$ cat config.mk
export PLATFORM = sky130hd
export DESIGN_NAME = preio_f2a_arbiter
export DESIGN_NICKNAME = d
export VERILOG_FILES = /design/src/rtl/preio_f2a_arbiter.sv
export SDC_FILE = /design/constraint.sdc
export NUM_CORES = 1
export LEC_CHECK = 0
export CAP_MARGIN = 0
export CORE_ASPECT_RATIO = 1.1
export CORE_MARGIN = 5
export CORE_UTILIZATION = 35
export DETAILED_ROUTE_END_ITERATION = 16
export GPL_ROUTABILITY_DRIVEN = 0
export PLACE_DENSITY = 0.61
export SLEW_MARGIN = 20
export SYNTH_ARGS = -nofsm -noshare
export SYNTH_HDL_FRONTEND = slang
export SYNTH_SLANG_ARGS = --single-unit
$ cat constraint.sdc
create_clock -name pad_clk -period 8.2 [get_ports pad_clk]
set_input_delay 1.64 -clock pad_clk [delete_from_list [all_inputs] [get_ports pad_clk]]
set_output_delay 1.64 -clock pad_clk [all_outputs]
set_load 0.1 [all_outputs]
$ cat src/rtl/preio_f2a_arbiter.sv
// Round-robin arbiter that serialises one fabric requester word at a time onto a
// QL_PREIO F2A pad lane as a frame: start bit, grant id (MSB-first), payload (LSB-first), gap.
module preio_f2a_arbiter #(
    parameter int unsigned NUM_REQ  = 4,
    parameter int unsigned DATA_W   = 8,
    parameter int unsigned IDLE_GAP = 1,
    localparam int unsigned ID_W    = $clog2(NUM_REQ)
) (
    input  logic                      pad_clk,
    input  logic                      pad_resetn,
    input  logic                      arb_en,
    input  logic [NUM_REQ-1:0]        req_valid,
    input  logic [NUM_REQ*DATA_W-1:0] req_data,
    output logic [NUM_REQ-1:0]        req_ready,
    output logic                      pad_outpad,
    output logic                      busy,
    output logic [ID_W-1:0]           grant_id,
    output logic                      frame_done
);

    localparam int unsigned MAX_ID_DATA = (ID_W > DATA_W) ? ID_W : DATA_W;
    localparam int unsigned MAX_CNT     = (MAX_ID_DATA > IDLE_GAP) ? MAX_ID_DATA : IDLE_GAP;
    localparam int unsigned CNT_W       = $clog2(MAX_CNT + 1);

    typedef enum logic [2:0] {
        StIdle,
        StStart,
        StId,
        StData,
        StGap
    } state_t;

    state_t              r_state;
    state_t              w_state_d;
    logic [ID_W-1:0]     r_last;
    logic [ID_W-1:0]     w_last_d;
    logic [ID_W-1:0]     r_grant;
    logic [ID_W-1:0]     w_grant_d;
    logic [ID_W-1:0]     r_id_sh;
    logic [ID_W-1:0]     w_id_sh_d;
    logic [DATA_W-1:0]   r_data_sh;
    logic [DATA_W-1:0]   w_data_sh_d;
    logic [CNT_W-1:0]    r_cnt;
    logic [CNT_W-1:0]    w_cnt_d;
    logic                r_pad;
    logic                w_pad_d;
    logic                r_done;
    logic                w_done_d;

    logic                w_found;
    logic [ID_W-1:0]     w_winner;
    logic [NUM_REQ-1:0]  w_onehot;
    logic [DATA_W-1:0]   w_win_data;
    logic                w_accept;
    int                  w_dist;
    int                  w_best;

    // Winner is the valid requester with the smallest circular distance above last_grant.
    always_comb begin
        w_found    = 1'b0;
        w_winner   = '0;
        w_onehot   = '0;
        w_win_data = '0;
        w_dist     = 0;
        w_best     = int'(NUM_REQ);
        for (int j = 0; j < int'(NUM_REQ); j++) begin
            if (j > int'(r_last)) begin
                w_dist = j - int'(r_last) - 1;
            end else begin
                w_dist = j + int'(NUM_REQ) - int'(r_last) - 1;
            end
            if (req_valid[j] && (w_dist < w_best)) begin
                w_best      = w_dist;
                w_found     = 1'b1;
                w_winner    = ID_W'(j);
                w_onehot    = '0;
                w_onehot[j] = 1'b1;
                w_win_data  = req_data[j*DATA_W +: DATA_W];
            end
        end
    end

    assign w_accept  = pad_resetn && arb_en && w_found && (r_state == StIdle);
    assign req_ready = w_accept ? w_onehot : '0;

    always_comb begin
        w_state_d   = r_state;
        w_last_d    = r_last;
        w_grant_d   = r_grant;
        w_id_sh_d   = r_id_sh;
        w_data_sh_d = r_data_sh;
        w_cnt_d     = r_cnt;
        w_pad_d     = 1'b0;
        w_done_d    = 1'b0;
        unique case (r_state)
            StIdle: begin
                if (w_accept) begin
                    w_state_d   = StStart;
                    w_last_d    = w_winner;
                    w_grant_d   = w_winner;
                    w_id_sh_d   = w_winner;
                    w_data_sh_d = w_win_data;
                    w_pad_d     = 1'b1;
                end
            end
            StStart: begin
                w_state_d = StId;
                w_cnt_d   = CNT_W'(ID_W - 1);
                w_pad_d   = r_id_sh[ID_W-1];
                w_id_sh_d = r_id_sh << 1;
            end
            StId: begin
                if (r_cnt == '0) begin
                    w_state_d   = StData;
                    w_cnt_d     = CNT_W'(DATA_W - 1);
                    w_pad_d     = r_data_sh[0];
                    w_data_sh_d = r_data_sh >> 1;
                    w_done_d    = (DATA_W == 1);
                end else begin
                    w_cnt_d   = r_cnt - CNT_W'(1);
                    w_pad_d   = r_id_sh[ID_W-1];
                    w_id_sh_d = r_id_sh << 1;
                end
            end
            StData: begin
                if (r_cnt == '0) begin
                    w_state_d = StGap;
                    w_cnt_d   = CNT_W'(IDLE_GAP - 1);
                end else begin
                    w_cnt_d     = r_cnt - CNT_W'(1);
                    w_pad_d     = r_data_sh[0];
                    w_data_sh_d = r_data_sh >> 1;
                    // Flag the cycle that carries the final payload bit.
                    w_done_d    = (r_cnt == CNT_W'(1));
                end
            end
            StGap: begin
                if (r_cnt == '0) begin
                    w_state_d = StIdle;
                end else begin
                    w_cnt_d = r_cnt - CNT_W'(1);
                end
            end
            default: begin
                w_state_d = StIdle;
            end
        endcase
    end

    always_ff @(posedge pad_clk or negedge pad_resetn) begin
        if (!pad_resetn) begin
            r_state   <= StIdle;
            r_last    <= ID_W'(NUM_REQ - 1);
            r_grant   <= '0;
            r_id_sh   <= '0;
            r_data_sh <= '0;
            r_cnt     <= '0;
            r_pad     <= 1'b0;
            r_done    <= 1'b0;
        end else begin
            r_state   <= w_state_d;
            r_last    <= w_last_d;
            r_grant   <= w_grant_d;
            r_id_sh   <= w_id_sh_d;
            r_data_sh <= w_data_sh_d;
            r_cnt     <= w_cnt_d;
            r_pad     <= w_pad_d;
            r_done    <= w_done_d;
        end
    end

    assign pad_outpad = r_pad;
    assign frame_done = r_done;
    assign grant_id   = r_grant;
    assign busy       = (r_state != StIdle);

endmodule

# Word-level counts from Yosys, hierarchy flattened
# Cells that the tools add are included.
[op_classes] add_sub_neg=15 mux=44 n_eq_ne=12 n_reduce_logical=18 magnitude_cmp=7
[ops] op="$mux 32" n=6
[ops] op="$lt 32x32->1" n=3
[ops] op="$mux 8" n=7
[ops] op="$mux 4" n=6
[ops] op="$pmux 8 s3" n=1
[ops] op="$sub 4x2->5 const B" n=4
[ops] op="$pmux 4 s4" n=1
[ops] op="$sub 3x2->4 const A" n=4
[ops] op="$pmux 3 s5" n=1
[ops] op="$ne 2x2->1 const B" n=7
[ops] op="$mux 3" n=4
[ops] op="$sub 3x2->4 const B" n=3
[ops] op="$mux 1" n=11
[ops] op="$mux 2" n=5
[ops] op="$reduce_bool 3->1" n=3
[ops] op="$reduce_and 4->1" n=2
[ops] op="$logic_and 1x1->1" n=7
[ops] op="$eq 3x2->1 const B" n=2
[ops] op="$pmux 2 s3" n=1
[ops] op="$sub 2x2->3 const A" n=2
[ops] op="$lt 5x4->1 const B" n=1
[ops] op="$eq 4x1->1 const B" n=1
[ops] op="$gt 2x2->1 const A" n=2
[ops] op="$logic_not 4->1" n=1
[ops] op="other kinds (10)" n=11
[totals] input_bits=39 out_inout_bits=9 word_cells=104 regBits=23

# Depth between registers and ports, before layout
[logic_depth] word_depth=18 depth_mapped=35 mapped_depth_nobuf=30

# Worst setup path after synthesis
# No wires, ideal clock.
[synth_timing] path_type="input-to-output" startpoint="input req_valid[0]" endpoint="output req_ready[2]" path_buffers=4 arrival_ns=8.531 setup_slack_ns=-1.971 stages=26 cell_sequence="and2_1 clkbuf_1 nand2_1 inv_1 ha_1 nand2_1 a311oi_1 nor3_1 clkbuf_1 a21oi_1 ha_1 inv_1 a31oi_1 o211ai_1 o2111ai_1 clkbuf_1 o21ai_0 ha_1 o21ai_0 nor2_1 inv_1 or3_1 mux2i_2 nand2b_2 buf_6 nor3b_1"
[synth_via] elab_chain_len=14 word_cells_on_any_way=19
[synth_rtl] element="from (decl)" line="12" rtl="input logic [NUM_REQ-1:0] req_valid,"
[synth_rtl] element="$logic_and 1x1->1 (*)" line="72" rtl="if (req_valid[j] && (w_dist < w_best)) begin"
[synth_rtl] element="$mux 32" line="72"
[synth_rtl] element="$lt 32x32->1" line="72"
[synth_rtl] element="$logic_and 1x1->1" line="72"
[synth_rtl] element="$mux 32" line="72"
[synth_rtl] element="$lt 32x32->1" line="72"
[synth_rtl] element="$logic_and 1x1->1" line="72"
[synth_rtl] element="$mux 32" line="72"
[synth_rtl] element="$lt 32x32->1" line="72"
[synth_rtl] element="$logic_and 1x1->1" line="72"
[synth_rtl] element="$mux 1" line="72"
[synth_rtl] element="$logic_and 1x1->1 (2 in series)" line="83" rtl="assign w_accept = pad_resetn && arb_en && w_found && (r_state == StIdle);"
[synth_rtl] element="$mux 4 (*)" line="84" rtl="assign req_ready = w_accept ? w_onehot : '0;"
[synth_rtl] element="to (decl)" line="14" rtl="output logic [NUM_REQ-1:0] req_ready,"
# Every way passes the cells marked *; elsewhere a longest branch is shown, timed or not.

# Worst setup path after layout
[layout_timing] startpoint="register r_last[0]" endpoint="output req_ready[0]"
[layout_via] elab_chain_len=17 word_cells_on_any_way=42
[layout_rtl] element="from (decl)" line="35" rtl="logic [ID_W-1:0] r_last;"
[layout_rtl] element="from (signal assigned)" line="153" rtl="r_last <= ID_W'(NUM_REQ - 1);"
[layout_rtl] element="from (signal assigned)" line="162" rtl="r_last <= w_last_d;"
[layout_rtl] element="$sub 3x2->4" line="70" rtl="w_dist = j + int'(NUM_REQ) - int'(r_last) - 1;"
[layout_rtl] element="$sub 4x2->5" line="70"
[layout_rtl] element="$lt 5x4->1" line="72"
[layout_rtl] element="$logic_and 1x1->1" line="72"
[layout_rtl] element="$mux 32" line="72"
[layout_rtl] element="$lt 32x32->1" line="72"
[layout_rtl] element="$logic_and 1x1->1" line="72"
[layout_rtl] element="$mux 32" line="72"
[layout_rtl] element="$lt 32x32->1" line="72"
[layout_rtl] element="$logic_and 1x1->1" line="72"
[layout_rtl] element="$mux 32" line="72"
[layout_rtl] element="$lt 32x32->1" line="72"
[layout_rtl] element="$logic_and 1x1->1" line="72"
[layout_rtl] element="$mux 1" line="72"
[layout_rtl] element="$logic_and 1x1->1 (2 in series)" line="83"
[layout_rtl] element="$mux 4 (*)" line="84"
# Marks and branches as above.

==> results.json <==
{
  "start_kind": "flip-flop",
  "p_total_mw": 1.197,
  "cts_max_level": 1,
  "p_comb_share_pct": 77.3,
  "clock-root-buffer": "clkbuf_8",
  "min_path_type": "reg2reg",
  "tightest_slew_ns": 0.9743,
  "synth_cells": 296,
  "first_global_vias": 2221,
  "routed_via_density": 5.528,
  "antenna_left": 0,
  "dieArea_sq_um": 8277,
  "cts_max_path_buffers": 2,
  "rsz0062_at_grt": "no",
  "synth_top_flop_cell": "dfrtp_1",
  "period_minus_slack_ns": 7.734,
  "rows": 31,
  "cap_viol_max_count": 0,
  "top_level_ports": 48,
  "netlist_area_sq_um": 2295,
  "hold_viol": 0,
  "hpwl_mm": 5.047,
  "place_ws_ns": -0.05475,
  "r2r-end": "r_data_sh[1]",
  "yosys_warnings": 0,
  "port_buffers": 47,
  "synthXorXnorAreaFrac_pct": 1.908,
  "cpPeakStageDelay_ns": 0.69,
  "final_nets": 410,
  "worst_path_max_delay_cell": "dfstp_2",
  "fin_ws_ns": 0.4664,
  "drcViolationCount": 0,
  "yosys.area_share.simple_pct": 26.12,
  "synthAdderAreaFrac_pct": 12.00,
  "drt_wl_total_mm": 6.339,
  "antenna_found_initial": 0,
  "reg2reg_depth": 30,
  "status": "finished, final reports clean",
  "clk_pin_slew_ns": 0.08,
  "power.leakage_nw": 1.313,
  "slew_violations": 0,
  "path_class": "reg2out",
  "synthMuxAreaShare_pct": 1.908,
  "ys_ff_latch": 23,
  "relSlewSlack_pct": 34.84,
  "cp_max_fo": 10,
  "p_sw_share_pct": 51.52,
  "whs_path_depth": 1,
  "fmax_mhz": 129.3,
  "finalCritPeriodShare_pct": 94.31,
  "hold_buffers": 0,
  "power.internal_mw": 0.5805,
  "drt_iter0_drc": 69,
  "cts_tree": "done",
  "grt_start_max_net_pins": 26,
  "r2r_start": "r_last[0]",
  "cts_sinks": 23,
  "start_util_pct": 35.43,
  "vias": 2377,
  "avgRoutedWirePerCell_um": 14.74,
  "synth.avg_cell_area_sq_um": 7.752,
  "p_sw_mw": 0.6170,
  "die_h_um": 94.92,
  "cts-buffers-inserted": 3,
  "ir_worst_vdd_v": 0.0002204,
  "insertion_delay_ns": 0.27,
  "min-delay-start": "r_data_sh[6]",
  "grt_usage_pct": 15.66,
  "drive_above_1_share_pct": 12.64,
  "reg2reg_slack_ns": 1.85,
  "chipWidth_um": 87.20,
  "setup_viol": 0,
  "synth_seq_area_share_pct": 25.19,
  "drtPass1Iterations": 4,
  "skew_ns": 0.01051,
  "critical_path.endpoint_type": "output pin",
  "async_reset_ff_share_pct": 100.0,
  "synth_compound_area_share_pct": 26.12,
  "gr-total-overflow": 0,
  "design.core.area_sq_um": 6477,
  "grt_pass1_wl_mm": 10.45,
  "cellPowerDensity_nw_per_um2": 385.4,
  "synth-edff-count": 0,
  "area_growth_pct": 35.39,
  "crit_required_ns": 6.56,
  "pwr-share-clk_pct": 5.8,
  "n_antenna_cell": 0,
  "synth_top_family_by_area": "compound AO/OA/AOI/OAI gates",
  "worstHoldEndpoint": "r_data_sh[5]",
  "seq_power_share_pct": 16.9,
  "ys_types": 58,
  "critPathArrivalTime_ns": 6.09
}
[cell type report]
cell class,instances,area (sq um)
fill,624,3371
multi-input combinational,242,1692
timing repair buffer,62,625.6
sequential,23,578.1
tap,82,102.6
inverter,17,63.81
clock buffer,4,45.04
[registers in the layout (all words and copies together), names as in the netlist]
signal	flops
r_last	2
grant_id	2
r_state	3
r_data_sh	8
pad_outpad	1
r_cnt	4
r_id_sh	2
frame_done	1
[critical path: cells and delay by family (launching register included)]
| family | cells | cell delay, ns |
|---|---|---|
| AO/OA/AOI/OAI | 8 | 1.57 |
| adder cells (fa/ha/maj) | 5 | 1.32 |
| AND/OR/NAND/NOR | 10 | 1.26 |
| buffers and inverters | 7 | 0.96 |
| flip-flops | 1 | 0.69 |
[what timing repair did]
action,CTS,global route
gates resized for setup,0,2
endpoints found under the setup margin,2,4
buffers inserted,2,3
pin swaps,0,2
hold endpoints to repair,0,0
[cells in the mapped netlist (2+ instances only)]
cell / n / area share, %
dfstp_2: 2 / 2.3
nor3b_1: 3 / 0.98
nand2_1: 45 / 7.4
o21ai_0: 22 / 4.8
a21o_1: 3 / 0.98
dfrtp_1: 21 / 23
o31ai_1: 3 / 0.98
o22ai_1: 3 / 0.82
xor2_1: 2 / 0.76
a211oi_1: 8 / 2.6
nor3_1: 20 / 4.4
buf_6: 2 / 0.98
o211ai_1: 8 / 2.6
a31oi_1: 4 / 1.1
nor2_1: 16 / 2.6
and3_1: 10 / 2.7
ha_1: 22 / 12
a21oi_1: 11 / 2.4
clkbuf_1: 13 / 2.1
nor2b_1: 2 / 0.55
mux2i_1: 3 / 1.3
conb_1: 2 / 0.33
a311o_1: 7 / 3.1
xnor2_1: 3 / 1.1
nand4_1: 2 / 0.55
a32oi_1: 2 / 0.76
o21a_1: 3 / 0.98
or3_1: 3 / 0.82
nand2b_1: 3 / 0.82
nand3_1: 5 / 1.1
inv_1: 16 / 2.6
[placed cells by master, fill, tap and decap left out, types with 7 or more instances in the layout]
master           count
nand2_1             44
clkdlybuf4s50_1     42
o21ai_0             22
ha_1                21
dfrtp_1             21
nor3_1              17
inv_1               16
nor2_1              15
buf_4               15
a21oi_1             11
and3_1              10
o211ai_1             8
a211oi_1             8
a311o_1              7
[power by group through the flow]
stage / clock, mW / sequential, mW / combinational [mW]
finish: 0.0698 / 0.202 / 0.926
floorplan: 0 / 0.220 / 0.682
detailed placement: 0 / 0.204 / 0.898
global placement: 0 / 0.203 / 0.890
global route: 0.0768 / 0.208 / 1.03
CTS: 0.0728 / 0.202 / 0.903
[kinds of logic (layout without fill, tap and decap cells)]
| kind of cell | Yosys count | in the layout |
|---|---|---|
| flops | 23 | 23 |
| compound gates | 87 | 87 |
| xor+xnor | 5 | 5 |
| other cells | 2 | 5 |
| simple gates | 119 | 119 |
| buf+inv | 34 | 83 |
| fa+ha+maj | 22 | 22 |
| mux | 4 | 4 |
[metrics by stage]
step | hold slack, ns | TNS (ns) | instances | util, % | cell area, sq um
5_1_grt | 0.5391 | 0 | 430 | 47.96 | 3107
3_5_place_dp | 0.5010 | -0.09934 | 421 | 46.65 | 3022
2_1_floorplan | 0.4829 | 0 | 299 | - | 2447
4_1_cts | 0.5161 | 0 | 427 | 47.58 | 3082
6_report | 0.5109 | 0 | 430 | 47.96 | 3107
3_3_place_gp | 0.4973 | 0 | 421 | 46.65 | 3022
[worst max path at each step]
stage | start | end | slack [ns] | cells after the start
after global placement | req_valid[0] | req_ready[1] | 0.12 | 23
after detailed placement | req_valid[0] | req_ready[0] | -0.05 | 23
after CTS | req_valid[0] | req_ready[0] | 0.08 | 24
after global routing | r_last[0] | req_ready[0] | 0.09 | 30
final | r_last[0] | req_ready[0] | 0.47 | 30
after floorplan | req_valid[0] | req_ready[2] | 0.01 | 27
[layer usage]
layer | global-route usage [%] | wire, um
met5 | 0 | 0
met4 | 6.905 | 142
met3 | 1.047 | 223
met2 | 27.66 | 3168
met1 | 19.40 | 2805
Note: power is estimated with default switching activity, not from simulation.
